**src/rtl/seq_subtractor_24bit_if.sv**
```systemverilog
// Operand/result handshake bundle for the multi-cycle subtractor.
// master drives operands and consumes results; slave is the subtractor.
interface seq_subtractor_24bit_if #(
    parameter int WIDTH = 24
);
    logic             in_valid;
    logic             in_ready;
    logic [WIDTH-1:0] a;
    logic [WIDTH-1:0] b;
    logic             bin;
    logic             out_valid;
    logic             out_ready;
    logic [WIDTH-1:0] diff;
    logic             bout;

    modport master (
        output in_valid, a, b, bin, out_ready,
        input  in_ready, out_valid, diff, bout
    );

    modport slave (
        input  in_valid, a, b, bin, out_ready,
        output in_ready, out_valid, diff, bout
    );
endinterface

```
**src/rtl/seq_subtractor_24bit.sv**
```systemverilog
// Multi-cycle subtractor: {bout, diff} = a - b - bin, CHUNK_W bits per cycle,
// LSB chunk first, with the inter-chunk borrow held in a register.
module seq_subtractor_24bit #(
    parameter int WIDTH   = 24,
    parameter int CHUNK_W = 4
) (
    input logic                  clk,
    input logic                  rst_n,
    seq_subtractor_24bit_if.slave bus
);
    localparam int NCHUNK = WIDTH / CHUNK_W;
    localparam int CNT_W  = (NCHUNK > 1) ? $clog2(NCHUNK) : 1;
    localparam logic [CNT_W-1:0] LAST_CNT = CNT_W'(NCHUNK - 1);

    typedef enum logic [1:0] {
        IDLE = 2'd0,
        RUN  = 2'd1,
        DONE = 2'd2
    } state_t;

    state_t             state;
    logic [CNT_W-1:0]   cnt;
    logic [WIDTH-1:0]   a_sh;
    logic [WIDTH-1:0]   b_sh;
    logic               borrow_reg;
    logic [WIDTH-1:0]   diff_reg;
    logic               bout_reg;
    logic               in_ready_reg;
    logic               out_valid_reg;

    logic [CHUNK_W:0]   chunk_sub;
    logic [CHUNK_W-1:0] chunk_diff;
    logic               chunk_borrow;
    logic [WIDTH-1:0]   diff_next;

    // Operands shift down one chunk per RUN cycle so the current chunk is
    // always the low bits; diff fills from the top, landing in place after
    // NCHUNK shifts. Equivalent to indexing chunk cnt directly.
    always_comb begin
        chunk_sub    = {1'b0, a_sh[CHUNK_W-1:0]}
                     - {1'b0, b_sh[CHUNK_W-1:0]}
                     - {{CHUNK_W{1'b0}}, borrow_reg};
        chunk_diff   = chunk_sub[CHUNK_W-1:0];
        chunk_borrow = chunk_sub[CHUNK_W];
        diff_next    = (diff_reg >> CHUNK_W)
                     | (WIDTH'(chunk_diff) << (WIDTH - CHUNK_W));
    end

    always_ff @(posedge clk or negedge rst_n) begin
        if (!rst_n) begin
            state         <= IDLE;
            cnt           <= '0;
            a_sh          <= '0;
            b_sh          <= '0;
            borrow_reg    <= 1'b0;
            diff_reg      <= '0;
            bout_reg      <= 1'b0;
            in_ready_reg  <= 1'b1;
            out_valid_reg <= 1'b0;
        end else begin
            case (state)
                IDLE: begin
                    if (bus.in_valid && in_ready_reg) begin
                        a_sh         <= bus.a;
                        b_sh         <= bus.b;
                        borrow_reg   <= bus.bin;
                        cnt          <= '0;
                        in_ready_reg <= 1'b0;
                        state        <= RUN;
                    end
                end
                RUN: begin
                    a_sh       <= a_sh >> CHUNK_W;
                    b_sh       <= b_sh >> CHUNK_W;
                    borrow_reg <= chunk_borrow;
                    diff_reg   <= diff_next;
                    cnt        <= cnt + 1'b1;
                    if (cnt == LAST_CNT) begin
                        bout_reg      <= chunk_borrow;
                        out_valid_reg <= 1'b1;
                        state         <= DONE;
                    end
                end
                DONE: begin
                    if (bus.out_ready) begin
                        out_valid_reg <= 1'b0;
                        in_ready_reg  <= 1'b1;
                        state         <= IDLE;
                    end
                end
                default: begin
                    out_valid_reg <= 1'b0;
                    in_ready_reg  <= 1'b1;
                    state         <= IDLE;
                end
            endcase
        end
    end

    assign bus.in_ready  = in_ready_reg;
    assign bus.out_valid = out_valid_reg;
    assign bus.diff      = diff_reg;
    assign bus.bout      = bout_reg;
endmodule

```
**src/flat_wrapper.sv**
```systemverilog
// flat-port wrapper written by rule: the top's interface ports become plain ports
module seq_subtractor_24bit_flat 
#(
    parameter int WIDTH   = 24,
    parameter int CHUNK_W = 4
)
  (clk, rst_n, bus_in_valid, bus_a, bus_b, bus_bin, bus_out_ready, bus_in_ready, bus_out_valid, bus_diff, bus_bout);
  seq_subtractor_24bit_if #(.WIDTH(WIDTH)) bus_i ();
  input logic clk;
  input logic rst_n;
  input wire logic [$bits(bus_i.in_valid)-1:0] bus_in_valid;
  input wire logic [$bits(bus_i.a)-1:0] bus_a;
  input wire logic [$bits(bus_i.b)-1:0] bus_b;
  input wire logic [$bits(bus_i.bin)-1:0] bus_bin;
  input wire logic [$bits(bus_i.out_ready)-1:0] bus_out_ready;
  output wire logic [$bits(bus_i.in_ready)-1:0] bus_in_ready;
  output wire logic [$bits(bus_i.out_valid)-1:0] bus_out_valid;
  output wire logic [$bits(bus_i.diff)-1:0] bus_diff;
  output wire logic [$bits(bus_i.bout)-1:0] bus_bout;
  assign bus_i.in_valid = bus_in_valid;
  assign bus_i.a = bus_a;
  assign bus_i.b = bus_b;
  assign bus_i.bin = bus_bin;
  assign bus_i.out_ready = bus_out_ready;
  assign bus_in_ready = bus_i.in_ready;
  assign bus_out_valid = bus_i.out_valid;
  assign bus_diff = bus_i.diff;
  assign bus_bout = bus_i.bout;
  seq_subtractor_24bit #(.WIDTH(WIDTH), .CHUNK_W(CHUNK_W)) u_core (.clk(clk), .rst_n(rst_n), .bus(bus_i));
endmodule
```
**config.mk**
```make
export PLATFORM = sky130hd
export DESIGN_NAME = seq_subtractor_24bit_flat
export DESIGN_NICKNAME = d
export VERILOG_FILES = /design/src/rtl/seq_subtractor_24bit_if.sv /design/src/rtl/seq_subtractor_24bit.sv /design/src/flat_wrapper.sv
export SDC_FILE = /design/constraint.sdc
export NUM_CORES = 1
export LEC_CHECK = 0
export ABC_AREA = 1
export ABC_CLOCK_PERIOD_IN_PS = 3230
export CORE_AREA = 2 2 87 89
export DETAILED_ROUTE_END_ITERATION = 10
export DIE_AREA = 0 0 89 91
export PLACE_DENSITY = 0.88
export SYNTH_ARGS = -nofsm -noshare
export SYNTH_HDL_FRONTEND = slang
export SYNTH_SLANG_ARGS = --single-unit
```
**constraint.sdc**
```tcl
create_clock -name clk -period 3.23 [get_ports clk]
set_input_delay 0.323 -clock clk [delete_from_list [all_inputs] [get_ports clk]]
set_output_delay 0.323 -clock clk [all_outputs]
set_load 0.01 [all_outputs]
```
== Word level (Yosys, flattened, before mapping) ==
Cells that the tools add are included.
Storage, ports and cells
  output and inout port bits: 27
  logic and storage cells: 47
  register bits: 81
Operators by class
  equality and inequality tests: 6
  bitwise operators: 3
  multiplexer cells: 18
  add/sub/neg operators: 3
  reduce and logical (&&, ||, !) cells: 8
Operators with widths (count)
  $pmux 24 s2: 2
  $mux 24: 2
  $or 20x24->24: 1
  $reduce_and 3->1: 3
  $mux 2: 3
  $pmux 1 s3: 2
  $pmux 2 s3: 1
  $pmux 3 s2: 1
  $mux 1: 5
  $sub 4x4->5: 1
  $sub 5x1->5: 1
  $ne 2x1->1 const B: 2
  $reduce_and 2->1: 2
  $add 3x1->3 const B: 1
  $eq 3x3->1 const B: 1
  $mux 3: 1
  $eq 2x1->1 const B: 1
  $eq 2x2->1 const B: 1
  $logic_not 2->1: 1
  $ne 2x2->1 const B: 1
  $not 1->1: 2
  $pmux 1 s2: 1
  $reduce_bool 2->1: 1
  $logic_and 1x1->1: 1

== Depth between registers and ports, before layout ==
  word-level depth: 3
  gate-level depth with buffers: 15

== Worst setup path before layout ==
OpenSTA, ideal clock, no wires.
  path type: register -> register
  start point: register u_core.borrow_reg
  end point: register u_core.bout_reg (netlist: u_core.bus.bout)
  data arrival time: 2.006 ns
  required time: 3.101 ns
  stages on the path, launching flop included: 16
  setup slack: 1.095 ns
  cells stage by stage: dfrtp_1 inv_1 fa_1 inv_1 ha_1 inv_1 nand2_1 fa_1 inv_1 nand2_1 nand2_1 nand2_1 nand2_1 nand2_1 nand2_1 o21ai_0
Between the ends
  longest elaborated chain between the ends: 1
Ends and longest elaborated chain
  start, declared: RTL line seq_subtractor_24bit.sv:25  | logic borrow_reg;
  start signal, assigned: RTL line seq_subtractor_24bit.sv:66  | borrow_reg <= bus.bin;
  start signal, assigned: RTL line seq_subtractor_24bit.sv:75  | borrow_reg <= chunk_borrow;
  $sub 5x1->5: RTL line seq_subtractor_24bit.sv:42  | - {{CHUNK_W{1'b0}}, borrow_reg};
  end signal, assigned: RTL line seq_subtractor_24bit.sv:79  | bout_reg <= chunk_borrow;
  end, declared: RTL line seq_subtractor_24bit.sv:27  | logic bout_reg;
Every way passes these cells.
A chain may end at the register's enable or synchronous reset.

== Worst setup path after layout ==
  start point: register u_core.borrow_reg
  end point: register u_core.borrow_reg
Between the ends
  longest elaborated chain between the ends: 2
Ends and longest elaborated chain
  $sub 5x1->5: RTL line seq_subtractor_24bit.sv:42
  $pmux 1 s2: RTL line seq_subtractor_24bit.sv:61  | case (state)
Every way passes these cells.

==> results_dict.tcl <==
set metrics [dict create \
    cts_tree "done" \
    drive_above_1_share_pct 5.60 \
    fp-row-count 31 \
    clk_pin_slew_worst_paths_ns 0.08 \
    cpMostUsedCell "nand2_1" \
    min_path_type "primary input to async pin" \
    ys_warn_count 0 \
    p_sw_mw 1.98 \
    rsz0062_at_grt "false" \
    worst_r2r_endpoint "u_core.borrow_reg" \
    critPathLaunchType "register" \
    drv_cap 0 \
    grt_start_max_net_pins 82 \
    synth-edff-count 0 \
    cts_root_buf "clkbuf_8" \
    crit_fanout 2 \
    max_stage_delay_ns 0.56 \
    async_flop_share_pct 100 \
    wl_um 7540 \
    start_util_pct 53.8 \
    ctsHtreeMaxLevel 3 \
    cts_resized 0 \
    wire_per_inst_um 11.9 \
    yosysSeqAreaShare_pct 52.8 \
    comb_power_share_pct 48.4 \
    synth_top_family_by_area "simple AND/OR/NAND/NOR gates" \
    power_frac_clock_pct 17.2 \
    grt_pass1_vias 3079 \
    die-height_um 91 \
    met1_length_um 3410 \
    drt_pass1_iterations 4 \
    antenna_found_initial 0 \
    powerDensity_nw_per_um2 1000 \
    p_int_mw 2.88 \
    post_cts.repair.setup_buffers 0 \
    gr-total-overflow 0 \
    synth_flop_cell "dfrtp_1" \
    crit_arrival_ns 2.59 \
    final_antenna_net_count 0 \
    setup_viol 0 \
    die_area_um2 8100 \
    syn_nets 525 \
    nNetsFinal 594 \
    syn_avg_cell_area_um2 8.31 \
    cts_sinks 81 \
    synth_cells 462 \
    core-area_um2 7140 \
    final_hold_viol_count 0 \
    remaining_drc_errors 0 \
    fmax_mhz 427 \
    cts_inserted_buffers 9 \
    synth_cell_type_count 24 \
    syn_area_um2 3840 \
    timing.rr.start "u_core.borrow_reg" \
    p_sw_share_pct 40.7 \
    finalMaxSlewViolations 0 \
    yosys.area_share.simple_pct 16.9 \
    cp_data_required_time_ns 3.48 \
    hold_buffers 0 \
    die_x_um 89 \
    clock_latency_ns 0.36 \
    drt_iter0_markers 143 \
    seq_area_um2 2030 \
    fillers 595 \
    dr.max_layer_used "met4" \
    port_buffers 79 \
    cp-end-kind "register" \
    synth_xor_xnor_area_share_pct 0.228 \
    n_antenna_cell 0 \
    synthMuxAreaShare_pct 0 \
    area_growth_pct 26.1 \
    worst_slew_pin_slew_ns 0.988 \
    via_per_inst 4.93 \
    fin_tns_setup_ns 0 \
    peakVddDrop_uv 492 \
    multi_input_area_um2 1360 \
    dr_total_vias 3131 \
    gp_congestion 0.779 \
    maxSlewHeadroom_pct 34.1 \
    io_pins 80 \
    fin_crit_sh_pct 72.6 \
    grt.total_usage_pct 20.0 \
    hpwl_um 5280 \
    grt_first_pass_wirelength_um 12800 \
    seq_power_share_pct 34.5 \
    met2_length_um 3680 \
    outcome "completed" \
    wl_met3_um 320 \
    path_cells "inv_1 -> fa_1 -> inv_1 -> ha_1 -> inv_1 -> nand2_1 -> fa_1 -> inv_1 -> nand2_1 -> nand2_1 -> nand2_1 -> nand2_1 -> nand3_1 -> nand2_1 -> nand2_1" \
    clock_path_buffers 2 \
    leakagePower_nw 2.29 \
    rr_worst_depth 15 \
    fin_crit_ns 2.34 \
    critical-path-slowest-cell "fa_1" \
    critPathKind "register to register" \
    synth_compound_area_share_pct 14.8 \
    r2r_slack_ns 0.89 \
    total_power_mw 4.86 \
    synth-seq-cells 81 \
    synth_fa_ha_area_share_pct 3.65 \
    skew_ns 0.00828 \
]
## metrics by stage
step / utilization [%] / hold slack (ns) / cells / area (um^2) / setup WS, ns
floorplan: - / 0.0274 / 462 / 3840 / 1.09
detailed placement: 64.6 / 0.470 / 619 / 4610 / 0.907
global route: 67.8 / 0.226 / 635 / 4840 / 0.719
CTS: 67.8 / 0.171 / 635 / 4840 / 0.894
finish: 67.8 / 0.122 / 635 / 4840 / 0.886
global placement: 64.6 / 0.454 / 619 / 4610 / 1.02
## cells in the mapped netlist, drive strengths merged (2+ instances only)
| master | instances | share of area (%) |
|---|---|---|
| nand2 | 138 | 13 |
| o21ai | 109 | 14 |
| dfrtp | 80 | 52 |
| inv | 73 | 7.1 |
| buf | 17 | 3.8 |
| nor2 | 9 | 1.3 |
| ha | 8 | 2.6 |
| nand3 | 8 | 1.0 |
| clkbuf | 7 | 0.68 |
| nor3 | 3 | 0.52 |
| fa | 2 | 1.0 |
| or2 | 2 | 0.33 |
## area by class of cell
| class | instances | area share, % |
|---|---|---|
| clock inverters | 5 | 1.60 |
| flip-flops and latches | 81 | 41.9 |
| clock buffers | 11 | 3.13 |
| repair buffers | 82 | 17.0 |
| well taps | 99 | 2.56 |
| inverters | 73 | 5.66 |
| multi-input cells | 284 | 28.2 |
## worst max-delay path: cells and delay by family (launching register included)
| family | cells | cell delay [ns] |
|---|---|---|
| buffers and inverters | 4 | 0.24 |
| and+or+nand+nor | 8 | 0.55 |
| DFF | 1 | 0.35 |
| adders and majority gates | 3 | 1.10 |
## per-layer routing
| layer | GRT usage (%) | up-vias |
|---|---|---|
| met5 | 0 | - |
| met4 | 7.34 | 0 |
| met3 | 4.27 | 9 |
| met2 | 34.0 | 82 |
| met1 | 24.9 | 1467 |
| li1 | - | 1573 |
## power by group through the flow
stage	Combinational (mW)	Clock [mW]	Sequential (mW)
4_1_cts	2.38	0.847	1.67
2_1_floorplan	1.72	0	1.72
6_report	2.35	0.834	1.67
3_3_place_gp	2.26	0	1.67
3_5_place_dp	2.36	0	1.69
5_1_grt	2.71	0.887	1.73
## cells in the final DEF, fill, tap and decap left out, types with 3 or more instances in the layout
| cell type | synthesis | layout |
|---|---|---|
| clkdlybuf4s50_1 | 0 | 78 |
| dfrtp_1 | 80 | 80 |
| nor2_1 | 6 | 6 |
| clkbuf_8 | 0 | 11 |
| buf_4 | 0 | 3 |
| o21ai_1 | 42 | 42 |
| nand2_1 | 138 | 138 |
| nand3_1 | 8 | 8 |
| o21ai_0 | 67 | 67 |
| inv_1 | 71 | 71 |
| ha_1 | 8 | 8 |
## kinds of logic (layout without fill, tap and decap cells)
kind of cell / count (synthesis) / in the layout
flip-flops: 81 / 81
buffers and inverters: 97 / 171
AO/OA/AOI/OAI: 112 / 112
AND/OR/NAND/NOR: 161 / 161
XOR/XNOR: 1 / 1
adder cells (fa/ha/maj): 10 / 10
## how the worst max path moves through the flow
stage | from | to
after floorplan | u_core.borrow_reg | u_core.bus.bout
after global placement | u_core.borrow_reg | u_core.borrow_reg
after detailed placement | u_core.borrow_reg | u_core.borrow_reg
after CTS | u_core.borrow_reg | u_core.borrow_reg
after global routing | u_core.borrow_reg | u_core.borrow_reg
final | u_core.borrow_reg | u_core.borrow_reg
Power figures use the tool's default switching activity.
